## config.mk

```make
export PLATFORM = sky130hd
export DESIGN_NAME = tt_sweep_ctrl
export DESIGN_NICKNAME = d
export VERILOG_FILES = /design/src/rtl/tt_sweep_pkg.sv /design/src/rtl/tt_tag_pipe.sv /design/src/rtl/tt_sweep_ctrl.sv
export SDC_FILE = /design/constraint.sdc
export NUM_CORES = 1
export LEC_CHECK = 0
export CAP_MARGIN = 10
export CORE_ASPECT_RATIO = 0.5
export CORE_MARGIN = 3
export CORE_UTILIZATION = 45
export DETAILED_ROUTE_END_ITERATION = 7
export GPL_TIMING_DRIVEN = 0
export MAX_ROUTING_LAYER = met4
export PLACE_DENSITY = 0.84
export SYNTH_ARGS = -nofsm -noshare
export SYNTH_HDL_FRONTEND = slang
export SYNTH_HIERARCHICAL = 1
export SYNTH_SLANG_ARGS = --single-unit
```

## constraint.sdc

```tcl
create_clock -name clk -period 1.9 [get_ports clk]
set_input_delay 0.19 -clock clk [delete_from_list [all_inputs] [get_ports clk]]
set_output_delay 0.19 -clock clk [all_outputs]
set_load 0.01 [all_outputs]
```

## src/rtl/tt_sweep_pkg.sv

```systemverilog
// Shared types and constants for the truth-table sweep controller.
package tt_sweep_pkg;

  typedef enum logic [1:0] {
    ST_IDLE  = 2'd0,
    ST_RUN   = 2'd1,
    ST_DRAIN = 2'd2,
    ST_DONE  = 2'd3
  } sweep_state_t;

  localparam int DEF_N_IN = 7;
  localparam int DEF_PIPE = 0;

  // One extra bit so a full sweep of 2^n_in hits can be counted without wrap.
  function automatic int cnt_width(input int n_in);
    return n_in + 1;
  endfunction

endpackage

```

## src/rtl/tt_tag_pipe.sv

```systemverilog
// Delay line for {valid, index} tags so captures line up with a pipelined netlist.
module tt_tag_pipe #(
  parameter int DEPTH = 0,
  parameter int W     = 7
) (
  input  logic         clk,
  input  logic         rst_n,
  input  logic         i_flush,
  input  logic         i_valid,
  input  logic [W-1:0] i_index,
  output logic         o_valid,
  output logic [W-1:0] o_index
);

  if (DEPTH == 0) begin : g_bypass
    logic w_unused;
    assign w_unused = ^{clk, rst_n, i_flush};
    assign o_valid  = i_valid;
    assign o_index  = i_index;
  end else begin : g_pipe
    logic         r_valid [DEPTH];
    logic [W-1:0] r_index [DEPTH];

    always_ff @(posedge clk) begin
      if (!rst_n || i_flush) begin
        for (int k = 0; k < DEPTH; k++) begin
          r_valid[k] <= 1'b0;
        end
      end else begin
        r_valid[0] <= i_valid;
        for (int k = 1; k < DEPTH; k++) begin
          r_valid[k] <= r_valid[k-1];
        end
      end
    end

    // Indices are only meaningful alongside a valid bit, so they need no reset.
    always_ff @(posedge clk) begin
      r_index[0] <= i_index;
      for (int k = 1; k < DEPTH; k++) begin
        r_index[k] <= r_index[k-1];
      end
    end

    assign o_valid = r_valid[DEPTH-1];
    assign o_index = r_index[DEPTH-1];
  end

endmodule

```

## src/rtl/tt_sweep_ctrl.sv

```systemverilog
// Exhaustive input sweep over two single-output netlists, counting A's onset
// and A/B disagreements, and remembering the lowest disagreeing vector.
module tt_sweep_ctrl
  import tt_sweep_pkg::*;
#(
  parameter int N_IN = DEF_N_IN,
  parameter int PIPE = DEF_PIPE
) (
  input  logic                          clk,
  input  logic                          rst_n,
  input  logic                          start,
  input  logic                          abort,
  output logic [N_IN-1:0]               vec_o,
  input  logic                          y_a_i,
  input  logic                          y_b_i,
  output logic                          busy,
  output logic                          done,
  output logic                          res_valid,
  output logic [cnt_width(N_IN)-1:0]    onset_cnt,
  output logic [cnt_width(N_IN)-1:0]    mis_cnt,
  output logic                          mismatch,
  output logic [N_IN-1:0]               first_mis
);

  localparam int CW = cnt_width(N_IN);
  localparam int DW = $clog2(PIPE + 2);

  sweep_state_t      r_state;
  sweep_state_t      w_state_next;
  logic [N_IN-1:0]   r_vec;
  logic              r_busy;
  logic              r_done;
  logic              r_res_valid;
  logic [CW-1:0]     r_onset;
  logic [CW-1:0]     r_mis;
  logic              r_mismatch;
  logic [N_IN-1:0]   r_first;
  logic [DW-1:0]     r_drain_cnt;

  logic              w_start_sweep;
  logic              w_flush;
  logic              w_last;
  logic              w_tag_valid;
  logic              w_cap_valid;
  logic [N_IN-1:0]   w_cap_index;
  logic              w_diff;

  assign w_last      = (r_vec == {N_IN{1'b1}});
  assign w_tag_valid = (r_state == ST_RUN);
  assign w_diff      = y_a_i ^ y_b_i;

  always_ff @(posedge clk) begin
    if (!rst_n) begin
      r_state <= ST_IDLE;
    end else begin
      r_state <= w_state_next;
    end
  end

  always_comb begin
    w_state_next  = r_state;
    w_start_sweep = 1'b0;
    w_flush       = 1'b0;
    case (r_state)
      ST_IDLE: begin
        if (start) begin
          w_state_next  = ST_RUN;
          w_start_sweep = 1'b1;
        end
      end
      ST_RUN: begin
        if (abort) begin
          w_state_next = ST_IDLE;
          w_flush      = 1'b1;
        end else if (w_last) begin
          w_state_next = (PIPE > 0) ? ST_DRAIN : ST_DONE;
        end
      end
      ST_DRAIN: begin
        if (abort) begin
          w_state_next = ST_IDLE;
          w_flush      = 1'b1;
        end else if (r_drain_cnt == '0) begin
          w_state_next = ST_DONE;
        end
      end
      ST_DONE: begin
        if (start) begin
          w_state_next  = ST_RUN;
          w_start_sweep = 1'b1;
        end else begin
          w_state_next = ST_IDLE;
        end
      end
      default: w_state_next = ST_IDLE;
    endcase
  end

  always_ff @(posedge clk) begin
    if (!rst_n) begin
      r_vec       <= '0;
      r_busy      <= 1'b0;
      r_done      <= 1'b0;
      r_res_valid <= 1'b0;
      r_onset     <= '0;
      r_mis       <= '0;
      r_mismatch  <= 1'b0;
      r_first     <= '0;
      r_drain_cnt <= '0;
    end else begin
      r_busy <= (w_state_next == ST_RUN) || (w_state_next == ST_DRAIN);
      r_done <= (w_state_next == ST_DONE);

      if (w_state_next == ST_DONE) begin
        r_res_valid <= 1'b1;
      end else if (w_start_sweep || w_flush) begin
        r_res_valid <= 1'b0;
      end

      // The vector stops on the last index so it holds there once the sweep ends.
      if (w_start_sweep) begin
        r_vec <= '0;
      end else if (r_state == ST_RUN && !w_last && !abort) begin
        r_vec <= r_vec + N_IN'(1);
      end

      // Counts remaining drain cycles minus one, loaded while still running.
      if (r_state == ST_RUN) begin
        r_drain_cnt <= DW'(PIPE - 1);
      end else if (r_state == ST_DRAIN && r_drain_cnt != '0) begin
        r_drain_cnt <= r_drain_cnt - DW'(1);
      end

      if (w_start_sweep) begin
        r_onset    <= '0;
        r_mis      <= '0;
        r_mismatch <= 1'b0;
        r_first    <= '0;
      end else if (w_cap_valid) begin
        r_onset <= r_onset + CW'(y_a_i);
        r_mis   <= r_mis + CW'(w_diff);
        if (w_diff && !r_mismatch) begin
          r_mismatch <= 1'b1;
          r_first    <= w_cap_index;
        end
      end
    end
  end

  tt_tag_pipe #(
    .DEPTH (PIPE),
    .W     (N_IN)
  ) u_tag_pipe (
    .clk     (clk),
    .rst_n   (rst_n),
    .i_flush (w_flush),
    .i_valid (w_tag_valid),
    .i_index (r_vec),
    .o_valid (w_cap_valid),
    .o_index (w_cap_index)
  );

  assign vec_o     = r_vec;
  assign busy      = r_busy;
  assign done      = r_done;
  assign res_valid = r_res_valid;
  assign onset_cnt = r_onset;
  assign mis_cnt   = r_mis;
  assign mismatch  = r_mismatch;
  assign first_mis = r_first;

endmodule

```

---- After elaboration in Yosys (flattened, before gate mapping) ----
Index checks and enable logic that the tools add are counted.
W data, S select, Z words.
cells by class
  $add $sub $neg .......................... 4
  eq/ne operators ......................... 7
  multiplexer cells ....................... 15
  bitwise operators ....................... 2
  reductions and logical operators ........ 16
operators with widths
  cell                   count
  $add A8 B1 Y8          2
  $mux W2                5
  $mux W1                9
  $eq A2 B2 Y1 const B   4
  $pmux W2 S4            1
  $add A7 B1 Y7 const B  1
  $eq A7 B7 Y1 const B   1
  $reduce_or A2 Y1       3
  $eq A2 B1 Y1 const B   2
  $logic_and A1 B1 Y1    4
  $reduce_bool A2 Y1     2
  $logic_not A1 Y1       3
  $logic_not A2 Y1       1
  $logic_or A1 B1 Y1     2
  $reduce_and A2 Y1      1
  $not A1 Y1             1
  $sub A1 B1 Y1 const B  1
  $xor A1 B1 Y1          1
storage, ports and cells
  register bits ........................... 37
  logic and storage cells ................. 54

---- Longest topological paths before layout ----
Gate-level depths: netlist of run 1.
  depth in word-level cells ............... 6
  depth in mapped cells ................... 8
  depth with buffers taken out ............ 8

---- Hierarchy ----
Netlist of run 1, hierarchy kept.
modules (own cells, without submodules)
  module         instances  cells an instance  area each (um2)  sequential area each (um2)
  tt_sweep_ctrl  1          193                1,788.0          740.7
  tt_tag_pipe    1          8                  60.1             0.0

---- Worst setup path after synthesis of run 1 ----
No wires, ideal clock.
  path kind ............................... reg2reg
  start point ............................. register r_state[1]
  end point ............................... register r_res_valid, in the netlist res_valid
  data arrival time ....................... 1.687 ns
  path slack .............................. 0.097 ns
  cell stages (with the launch flop) ...... 9
  buffers on the path ..................... 0
  clock period less this slack ............ 1.803 ns
  cells stage by stage .................... dfxtp_1 > inv_1 > ha_1 > nor2b_1 > a211oi_1 > a211oi_1 > ha_1 > and2_1 > a41o_1
RTL lines
  item                                                  line                  text
  from (decl)                                           tt_sweep_ctrl.sv:28   sweep_state_t r_state;
  from (signal assigned)                                tt_sweep_ctrl.sv:56   r_state <= w_state_next;
  $eq A2 B1 Y1 (*)                                      -
  named net w_tag_valid                                 tt_sweep_ctrl.sv:43   logic w_tag_valid;
  $pmux W2 S4 (*)                                       tt_sweep_ctrl.sv:64   case (r_state)
  named net w_state_next[1]                             tt_sweep_ctrl.sv:29   sweep_state_t w_state_next;
  $eq A2 B2 Y1 (*)                                      tt_sweep_ctrl.sv:114  if (w_state_next == ST_DONE) begin
  $mux W1 / $reduce_bool A2 Y1 (equally long branches)  -
  to (signal assigned)                                  tt_sweep_ctrl.sv:104  r_res_valid <= 1'b0;
  to (signal assigned)                                  tt_sweep_ctrl.sv:115  r_res_valid <= 1'b1;
  to (signal assigned)                                  tt_sweep_ctrl.sv:117  r_res_valid <= 1'b0;
  to (decl)                                             tt_sweep_ctrl.sv:33   logic r_res_valid;
The timed path passes the listed nets; every way through them passes the cells marked *.
A chain may end at the register's enable or synchronous reset.

---- Worst setup path after layout of run 1 ----
  start point ............................. register r_vec[0], in the netlist vec_o[0]
  end point ............................... register r_busy, in the netlist busy
between the ends
  word-level cells in the longest chain between the ends .. 6
ends and longest elaborated chain
  item                                                 line                  text
  from (decl)                                          tt_sweep_ctrl.sv:30   logic [N_IN-1:0] r_vec;
  from (signal assigned)                               tt_sweep_ctrl.sv:124  r_vec <= r_vec + N_IN'(1);
  $eq A7 B7 Y1 (*)                                     tt_sweep_ctrl.sv:48   assign w_last = (r_vec == {N_IN{1'b1}});
  $mux W2 (*)                                          tt_sweep_ctrl.sv:75   end else if (w_last) begin
  $mux W2 (*)                                          tt_sweep_ctrl.sv:72   if (abort) begin
  $pmux W2 S4 (*)                                      tt_sweep_ctrl.sv:64
  named net w_state_next[1]                            tt_sweep_ctrl.sv:29
  $eq A2 B1 Y1 / $eq A2 B2 Y1 (equally long branches)  tt_sweep_ctrl.sv:111  r_busy <= (w_state_next == ST_RUN) || (w_state_next == ST_DRAIN);
  $logic_or A1 B1 Y1 (*)                               tt_sweep_ctrl.sv:111
  to (signal assigned)                                 tt_sweep_ctrl.sv:111
  to (decl)                                            tt_sweep_ctrl.sv:31   logic r_busy;
Marks and branches as above.

==> results.sh, run 1 <==
export IMPL_path_cells="ha_1 > and2_2 > a21oi_2 > a211oi_1 > ha_1 > and2_1"
export IMPL_outcome="completed"
export IMPL_worst_ep_required_time_ns=2.09
export IMPL_setup_ws_ns=0.05367
export IMPL_portBuffers=39
export IMPL_finalSetupTns_ns=0
export IMPL_clk_latency_ns=0.29
export IMPL_post_drt_wl_per_cell_um=14.85
export IMPL_worst_setup_path_end_kind="flop"
export IMPL_ant_nets=0
export IMPL_die_area_um2=4949
export IMPL_cts_inserted_buffers=5
export IMPL_timing_hold_ws_ns=0.4381
export IMPL_dr_first_iter_drc_count=55
export IMPL_crit_slowest_cell="dfxtp_1"
export IMPL_cts_hold_buffers=0
export IMPL_dp_cells=290
export IMPL_p_leak_nw=0.9039
export IMPL_worst_pin_slew_ns=0.4047
export IMPL_drc_errors=0
export IMPL_critPathCapture="busy"
export IMPL_max_stage_delay_ns=0.43
export IMPL_start_util=0.5014
export IMPL_syn_nets=216
export IMPL_finalPower_mw=1.732
export IMPL_area_sequential_um2=745.7
export IMPL_hold_path_class="input port to flop"
export IMPL_final_area_um2=2545
export IMPL_io_pins=40
export IMPL_htree_levels=2
export IMPL_critPathMaxFanout=6
export IMPL_die_h_um=51.27
export IMPL_period_share=0.9718
export IMPL_drt_met1_wl_um=1959
export IMPL_syn_avg_cell_area_um2=9.221
export IMPL_r2r_worst_path_cells=6
export IMPL_multi_input_area_um2=1075
export IMPL_path_depth=6
export IMPL_gp_congestion=0.7975
export IMPL_grt_pass1_wl_um=7458
export IMPL_grt_max_degree=13
export IMPL_powerDensity_nw_per_um2=680.4
export IMPL_wl_um=4454
export IMPL_wl_met3_um=163
export IMPL_r2r_end="busy"
export IMPL_antenna_found_initial=0
export IMPL_area_delta_synth_final_pct=37.99
export IMPL_core_area_um2=3679
export IMPL_netlist_area_um2=1844
export IMPL_first_pass_iters=4
export IMPL_routed_via_density=5.647
export IMPL_synth_cells=200
export IMPL_max_cap_violations=0
export IMPL_top_layer="met4"
export IMPL_crit_arrival_ns=2.03
export IMPL_setup_viol=0
export IMPL_tritoncts="built"
export IMPL_fmax_mhz=541.6
export IMPL_clk_path_buf_depth=2
export IMPL_rows=15
export IMPL_crit_path_start_kind="flop"
export IMPL_cp_num_buf_inv=0
export IMPL_hpwl_um=2997
export IMPL_root_buffer="clkbuf_8"
export IMPL_instances_no_fill=300
export IMPL_synth_warnings=6
export IMPL_cpMostUsedCell="ha_1"
export IMPL_worstSetupPathType="flop to flop"
export IMPL_fin_util=0.6918
export IMPL_overflow=0
export IMPL_antenna_cells=0
export IMPL_grt_use_total=0.1982
export IMPL_clock_sinks=37
export IMPL_dpl_cell_area_um2=2298
export IMPL_ir_drop_v=0.0003334
export IMPL_die_w_um=96.54
export IMPL_worstHoldStart="y_a_i"
export IMPL_cts_clk_slew_worst_paths_ns=0.07
export IMPL_drive_above_1_share=0.1807
export IMPL_place_ws_ns=-0.4069
export IMPL_finClkSkew_ns=0.005764
export IMPL_fin_crit_ns=1.846
export IMPL_reg2reg_from="vec_o[0]"
export IMPL_wl_met2_um=2291
export IMPL_critPathTopFamily="adder cells"
export IMPL_slew_headroom=0.7278
export IMPL_first_global_vias=1592
export IMPL_r2r_slack_ns=0.05
export IMPL_cp_startpoint="vec_o[0]"
export IMPL_num_vias=1694
export IMPL_slew_viol_final=0
export IMPL_hold_viol_final=0
export IMPL_nFillCells=280
export IMPL_nets=264
## per-layer routing
metal  up-vias  track usage
li1        823            -
met1       836       0.2406
met2        29       0.3253
met3         6      0.05441
met4         0      0.05581
met5         -            -
## registers in the layout (all words and copies together) (netlist names), 2 cells and up
signal / flops
first_mis: 7
mis_cnt: 8
onset_cnt: 8
r_state: 2
vec_o: 7
## placed cells by master (no fill, tap or decap), drive strengths merged, types with 2 or more instances in the layout
cell type / n
and2: 4
buf: 16
xor2: 6
a31oi: 2
ha: 10
and3b: 2
or3: 5
mux2i: 7
nand2b: 3
o31ai: 7
nor2: 13
nand4: 7
clkdlybuf4s50: 38
nand3: 8
a21oi: 19
dfxtp: 37
nand2: 9
inv: 8
clkbuf: 8
nand4b: 8
nor2b: 2
and4: 2
a211oi: 4
nand3b: 2
o21ai: 6
## what timing repair did
item,in CTS,in global routing
buffers inserted,0,3
setup endpoints to repair,22,22
gates resized for setup,6,18
pin swaps,1,3
## layout make-up
cell class                 instances  area share
buffer                            15     0.03638
clock buffer                       6     0.03245
multi-input combinational        139      0.4223
tap                               51     0.02507
sequential                        37      0.2930
inverter                           8     0.01278
timing repair buffer              42      0.1632
clock inverter                     2     0.01475
## worst min-delay path by stage
stage	end	cells after the start
detailed placement	first_mis[2]	2
global route	first_mis[0]	2
finish	onset_cnt[0]	4
floorplan	done	1
global placement	first_mis[2]	2
CTS	first_mis[0]	2
## power breakdown
part / switching [mW] / internal, mW
registers: 0.0125 / 0.787
clock network: 0.292 / 0.427
logic: 0.121 / 0.0921
## worst reg2reg max path: stages, from the launching register on
cell and delay (ns):
dfxtp_1 0.43, ha_1 0.24, and2_2 0.25, a21oi_2 0.10, a211oi_1 0.30, ha_1 0.28, and2_1 0.15
No activity file was read; power rests on OpenSTA's default activity.
==> run 2: changes to the inputs <==
Settings changed: ABC_CLOCK_PERIOD_IN_PS from default to 1900, CAP_MARGIN 10 to 20.
==> results of run 2 <==
Final layout, timing and power as in run 1 (identical DEF).
